$ cat src/rtl/jts16_snd_latch_rx.sv
// Sound-CPU end of the main-to-sound command latch.
// Build option: JTS16_SNDLATCH_FIFO_EN turns the holding latch into a 4-deep FIFO.
module jts16_snd_latch_rx #(
  parameter int         ACK_LEN  = 8,
  parameter logic [1:0] PORT_SEL = 2'b11
) (
  input  logic       clk,
  input  logic       rst_n,
  input  logic [7:0] snd_latch,
  input  logic       snd_irqn,
  output logic       snd_ack,
  input  logic       cen,
  input  logic [7:0] A,
  input  logic       iorq_n,
  input  logic       rd_n,
  input  logic       m1_n,
  output logic [7:0] dout,
  output logic       latch_cs,
  output logic       nmi_n,
  output logic       overrun
);

  logic       irq_l;
  logic       in_rd;
  logic       strobe;
  logic       rd_hit;
  logic       rd_first;
  logic [7:0] acnt;
  logic [7:0] rd_data;

  assign strobe   = irq_l & ~snd_irqn;
  assign rd_hit   = cen & ~iorq_n & ~rd_n & m1_n
                  & (A[7:6] == PORT_SEL);
  assign rd_first = rd_hit & ~in_rd;
  assign latch_cs = rd_hit;
  assign dout     = rd_hit ? rd_data : 8'hFF;

  // Edge-detect the strobe and remember an ongoing read access
  // so a long (cen-stretched) access counts as a single read.
  always_ff @(posedge clk) begin
    if (!rst_n) begin
      irq_l <= 1'b1;
      in_rd <= 1'b0;
    end else begin
      irq_l <= snd_irqn;
      in_rd <= rd_hit | (in_rd & ~iorq_n & ~rd_n);
    end
  end

`ifdef JTS16_SNDLATCH_FIFO_EN

  logic [7:0] mem [4];
  logic [1:0] wp;
  logic [1:0] rp;
  logic [2:0] cnt;
  logic [7:0] last;
  logic       empty;
  logic       full;
  logic       push;
  logic       pop;
  logic [2:0] cnt_nx;

  assign empty   = (cnt == 3'd0);
  assign full    = (cnt == 3'd4);
  assign pop     = rd_first & ~empty;
  assign push    = strobe & (~full | pop);
  assign rd_data = empty ? last : mem[rp];

  always_comb begin
    cnt_nx = cnt;
    if (push && !pop) cnt_nx = cnt + 3'd1;
    if (pop && !push) cnt_nx = cnt - 3'd1;
  end

  // FIFO storage, NMI follows non-empty, ack pulse after each pop.
  always_ff @(posedge clk) begin
    if (!rst_n) begin
      wp      <= 2'd0;
      rp      <= 2'd0;
      cnt     <= 3'd0;
      last    <= 8'h00;
      nmi_n   <= 1'b1;
      snd_ack <= 1'b0;
      acnt    <= 8'd0;
      overrun <= 1'b0;
      for (int i = 0; i < 4; i++) mem[i] <= 8'h00;
    end else begin
      if (push) begin
        mem[wp] <= snd_latch;
        wp      <= wp + 2'd1;
      end
      if (strobe && full && !pop) overrun <= 1'b1;
      if (pop) begin
        last <= mem[rp];
        rp   <= rp + 2'd1;
      end
      cnt   <= cnt_nx;
      nmi_n <= (cnt_nx == 3'd0);
      if (pop) begin
        snd_ack <= 1'b1;
        acnt    <= 8'(ACK_LEN);
      end else if (snd_ack) begin
        if (acnt <= 8'd1) begin
          snd_ack <= 1'b0;
          acnt    <= 8'd0;
        end else begin
          acnt <= acnt - 8'd1;
        end
      end
    end
  end

`else

  typedef enum logic [1:0] {
    IDLE = 2'd0,
    PEND = 2'd1,
    ACK  = 2'd2
  } state_t;

  state_t     state;
  logic [7:0] held;

  assign rd_data = held;

  // Command handshake: capture, NMI, read, timed ack.
  always_ff @(posedge clk) begin
    if (!rst_n) begin
      state   <= IDLE;
      held    <= 8'h00;
      nmi_n   <= 1'b1;
      snd_ack <= 1'b0;
      acnt    <= 8'd0;
      overrun <= 1'b0;
    end else begin
      unique case (state)
        IDLE: begin
          if (strobe) begin
            held  <= snd_latch;
            nmi_n <= 1'b0;
            state <= PEND;
          end
        end
        PEND: begin
          if (strobe) begin
            held <= snd_latch;
            if (!rd_first) overrun <= 1'b1;
          end else if (rd_first) begin
            nmi_n   <= 1'b1;
            snd_ack <= 1'b1;
            acnt    <= 8'(ACK_LEN);
            state   <= ACK;
          end
        end
        ACK: begin
          if (strobe) begin
            held    <= snd_latch;
            nmi_n   <= 1'b0;
            snd_ack <= 1'b0;
            acnt    <= 8'd0;
            state   <= PEND;
          end else if (acnt <= 8'd1) begin
            snd_ack <= 1'b0;
            acnt    <= 8'd0;
            state   <= IDLE;
          end else begin
            acnt <= acnt - 8'd1;
          end
        end
        default: state <= IDLE;
      endcase
    end
  end

`endif

endmodule

$ cat config.mk
export PLATFORM = sky130hd
export DESIGN_NAME = jts16_snd_latch_rx
export DESIGN_NICKNAME = d
export VERILOG_FILES = /design/src/rtl/jts16_snd_latch_rx.sv
export SDC_FILE = /design/constraint.sdc
export NUM_CORES = 1
export LEC_CHECK = 0
export CORE_UTILIZATION = 30
export CTS_CLUSTER_DIAMETER = 100
export DETAILED_ROUTE_END_ITERATION = 8
export GPL_ROUTABILITY_DRIVEN = 0
export SYNTH_ARGS = -nofsm -noshare
export SYNTH_HDL_FRONTEND = slang
export SYNTH_SLANG_ARGS = --single-unit
$ cat constraint.sdc
create_clock -name clk -period 2.4 [get_ports clk]
set_input_delay 0.48 -clock clk [delete_from_list [all_inputs] [get_ports clk]]
set_output_delay 0.48 -clock clk [all_outputs]
set_load 0.05 [all_outputs]
-- Word-level counts from Yosys, hierarchy flattened
Index checks and enable logic that the tools add are counted.
- add/subtract/negate cells: 1
- magnitude comparators: 1
- equality and inequality tests: 8
- mux-type cells: 19
- bitwise logic cells: 14
- reduce and logical (&&, ||, !) cells: 11
- operators with widths (kind ; number):
    2-to-1 mux 8 bit ; 5
    case mux 8 bit (2 select lines) ; 1
    AND reduction 4 bit ; 3
    2-to-1 mux 2 bit ; 5
    bitwise AND 1 bit ; 8
    <= comparator 8 x 1 -> 1 bit, second input constant ; 1
    subtractor 8 x 1 -> 8 bit, second input constant ; 1
    != test 2 bit, second input constant ; 3
    case mux 2 bit (3 select lines) ; 1
    AND reduction 3 bit ; 2
    2-to-1 mux 1 bit ; 5
    NOT 1 bit ; 5
    == test 2 bit, second input constant ; 2
    case mux 1 bit (2 select lines) ; 2
    nonzero test 2 bit ; 2
    != test 3 bit, second input constant ; 1
    OR reduction 3 bit ; 1
    == test 2 x 1 -> 1 bit, second input constant ; 1
    logical NOT 2 bit ; 1
    != test 2 x 1 -> 1 bit, second input constant ; 1
    AND reduction 2 bit ; 1
    OR reduction 2 bit ; 1
    bitwise OR 1 bit ; 1
- register bits after elaboration: 23
- bits of input ports: 23
- output and inout bits: 12
- word-level logic and storage cells: 62

-- Longest topological paths before layout
Gate-level depths: netlist of run 1.
- word-level depth: 9
- mapped depth: 7
- depth with buffers taken out: 6

-- Worst setup path after synthesis of run 1
Ideal clock, no wire load.
- path kind: input port to output port
- start: in A[6]
- end: out dout[0]
- arrival time: 2.891 ns
- required time: 1.920 ns
- setup slack: -0.971 ns
- stages on the path: 3
- buffers on the path: 0
- cells stage by stage: nand4_1 nor3_1 nand2b_1
- longest elaborated chain between the ends: 3
- ends and longest elaborated chain (element ; line ; text):
    start, declared ; 13 ; input logic [7:0] A,
    == test 2 bit ; 33 ; & (A[7:6] == PORT_SEL);
    bitwise AND 1 bit ; 33 ;
    via latch_cs ; 18 ; output logic latch_cs,
    2-to-1 mux 8 bit ; 36 ; assign dout = rd_hit ? rd_data : 8'hFF;
    end, declared ; 17 ; output logic [7:0] dout,
The timed path passes the listed nets, and every way through them passes these cells.

-- Final worst setup path of run 1
- start: in A[7]
- end: out dout[3]
- longest elaborated chain between the ends: 3
- ends and longest elaborated chain (element ; line):
    == test 2 bit ; 33
    bitwise AND 1 bit ; 33
    2-to-1 mux 8 bit ; 36
Every way passes these cells.

==> results of run 1 <==
logic make-up (layout without fill, tap and decap cells):
family | after synthesis | count (layout)
simple gates | 73 | 73
compound gates | 32 | 32
flops | 23 | 23
buf+inv | 12 | 46
fa+ha+maj | 2 | 2
synth_stat cells:
library cell	number	area share, %
nand3b_1	1	0.67
ha_1	2	2.2
a211oi_1	1	0.67
nand3_1	19	8.5
nor3_1	4	1.8
or4_4	1	1.0
o221a_2	1	1.0
nand4_1	4	2.2
buf_6	1	1.0
nor4_1	3	1.7
dfxtp_1	23	41
a21oi_1	16	7.1
o22ai_1	1	0.56
or3_4	1	1.0
inv_1	3	1.0
nor2_1	8	2.7
clkbuf_1	5	1.7
or3b_2	1	0.78
a21boi_0	2	1.3
o21a_1	1	0.67
nand2_1	13	4.3
buf_2	2	0.89
and2_1	1	0.56
or2_2	1	0.56
clkinv_1	1	0.33
o21ai_0	3	1.3
nor2b_1	3	1.7
a31oi_1	4	2.2
nand2b_1	13	7.2
a32oi_1	3	2.3
metrics by stage:
stage,worst slack [ns],util [%]
floorplan,0.160,-
global placement,0.0832,43.0
detailed placement,0.0598,43.0
CTS,0.0562,44.3
global route,0.0206,44.9
finish,0.0817,44.9
flip-flops by register name, indices dropped and copies added (netlist names):
| name | flops |
|---|---|
| overrun | 1 |
| nmi_n | 1 |
| in_rd | 1 |
| irq_l | 1 |
| snd_ack | 1 |
| held | 8 |
| state | 2 |
| acnt | 8 |
where the power goes:
group	total [mW]	internal (mW)	switching, mW
Clock	0.238	0.116	0.123
Combinational	0.0989	0.0513	0.0475
Sequential	0.400	0.394	0.00675
Total	0.738	0.561	0.177
worst paths after layout:
| check | slack [ns] | from | cells after the start | endpoint |
|---|---|---|---|---|
| min reg2reg | 0.46 | held[3] | 2 | held[3] |
| min | 0.46 | held[3] | 2 | held[3] |
| max | 0.08 | A[7] | 6 | dout[3] |
| max reg2reg | 0.39 | acnt[0] | 7 | acnt[2] |
tightest hold or removal path: cells and delay by family (launching register included):
family	cells	cell delay [ns]
AOI/OAI and AO/OA	1	0.05
DFF	1	0.31
and+or+nand+nor	1	0.05
routing by layer:
| metal | vias up | track usage [%] |
|---|---|---|
| met5 | - | 0 |
| met4 | 0 | 5.97 |
| met3 | 2 | 3.80 |
| met2 | 34 | 25.5 |
| met1 | 559 | 17.3 |
| li1 | 576 | - |
layout make-up:
cell class                 instances  area (sq um)  share of cell area (%)
clock buffer                       3          41.3                    2.65
clock inverter                     1          5.00                   0.322
inverter                           4          15.0                   0.965
multi-input combinational        107           619                    39.8
sequential                        23           460                    29.6
tap                               46          57.6                    3.70
timing repair buffer              38           358                    23.0
what timing repair did:
item                       4_1_cts  5_1_grt
hold buffers                     0        0
setup endpoints to repair        0        4
buffers inserted                 0        1
==> run_results.csv, run 1 <==
group,metric,value,unit
floorplan,die_w,63.2,um
logic_synthesis,synth_xor_area_share,0,%
logic_synthesis,syn-num-nets,167,
routing,wl_met3,138,um
critical_path,slowest_stage,"clkdlybuf4s50_1",
routing,drt-met1-wl,1.25,mm
logic_synthesis,synth_compound_area_share,17.3,%
power,ir_drop,0.305,mV
sta,drv_slew,0,
layout,layout.cells.non_filler,222,
floorplan,die_h,63.2,um
critical_path,crit_path_cell_trace,"clkdlybuf4s50_1 > nand4_1 > nor3_4 > buf_12 > nand2b_1 > buf_4",
critical_path,worstSetupStartpointType,"input port",
sta,relSlewSlack,52.1,%
routing,via_per_inst,5.27,
hold_path,hold_path.class,"register to register",
logic_synthesis,synthDistinctLibCells,30,
routing,drc,0,
routing,top_layer,"met4",
sta,post-route-min-period,2.32,ns
layout,syn2layout_area_growth,38.5,%
logic_synthesis,synth_top_family_by_area,"simple AND/OR/NAND/NOR gates",
routing,dr_total_vias,1171,
clock_network,cts_tree,"done",
layout,layout_common_cells,"23 x dfxtp_1, 19 x nand3_1, 19 x clkdlybuf4s50_1",
clock_network,root_buffer,"clkbuf_8",
power,power.total,0.738,mW
global_routing,grt_first_pass_wirelength,4.65,mm
clock_network,clockBufferDepth,2,
routing,drtAntennaViolNets,0,
routing,firstDrtPassIters,4,
floorplan,initial_core_util,32.4,%
critical_path,cp.required,1.92,ns
placement,placedCellCount,217,
sta,hold_viol,0,
floorplan,fp.coreArea,3470,sq um
logic_synthesis,synth_simple_gate_area_share,34.6,%
logic_synthesis,synth.mux.area_fraction,0,%
sta,finalClockSkew,0.00734,ns
critical_path,cp_top_family,"buffers and inverters",
routing,wl_per_cell,12.8,um
floorplan,rows,21,
critical_path,max_stage_delay,0.46,ns
sta,max_freq,0.431,GHz
status,outcome,"finished, final reports clean",
logic_synthesis,synth_warnings,0,
layout,layout.nets,202,
power,p_leak,0.572,nW
critical_path,path_buf_inv,3,
layout,design_area,1560,sq um
clock_network,clk-insertion-delay-late,0.26,ns
placement,placed_area,1490,sq um
clock_network,htree_levels,1,
critical_path,worstPathArrival,1.84,ns
logic_synthesis,synthAdderAreaFrac,2.23,%
critical_path,critical_path_class,"input port to primary output",
logic_synthesis,ys_seq_area_share,41.0,%
clock_network,ctsResizeCount,0,
clock_network,numCtsBuffers,3,
logic_synthesis,synth_seq_cells,23,
critical_path,crit_path_end_kind,"primary output",
floorplan,ios,35,
clock_network,cts_sinks,23,
critical_path,path_max_fanout,9,
power,power_density,474,nW/um^2
placement,io_buffers,28,
global_routing,grt_overflow,0,
sta,worstMarginPinSlew,0.716,ns
logic_synthesis,syn_inst,142,
routing,met2_length,1.42,mm
global_routing,antenna_found_initial,0,
layout,drive_above_1_share,16.5,%
routing,drt_iter0_drc,69,
sta,period_share,96.6,%
global_routing,grt_use_total,14.8,%
global_routing,grt_pass1_vias,1068,
sta,timing.hold.ws,0.457,ns
placement,hpwl,2.13,mm
layout,diodes,0,
sta,grt_setup_unrepaired,"false",
run,maxCapViolations,0,
routing,routed_wl,2.85,mm
sta,setup_viol,0,
sta,setup_tns,0,ns
global_routing,grt_max_degree,14,
clock_network,path_clk_slew,0.08,ns
logic_synthesis,syn-mean-instance-area,7.91,sq um
logic_synthesis,netlist_area,1120,sq um
layout,mostFrequentLayoutCell,"dfxtp_1",
floorplan,fp.dieArea,3990,sq um
layout,fillCellCount,357,
(Power assumes the default switching activity.)
==> run 2, diff against run 1 <==
HOLD_SLACK_MARGIN = 0.06   (was unset)
==> results of run 2 <==
Final layout, timing and power as in run 1 (identical DEF).
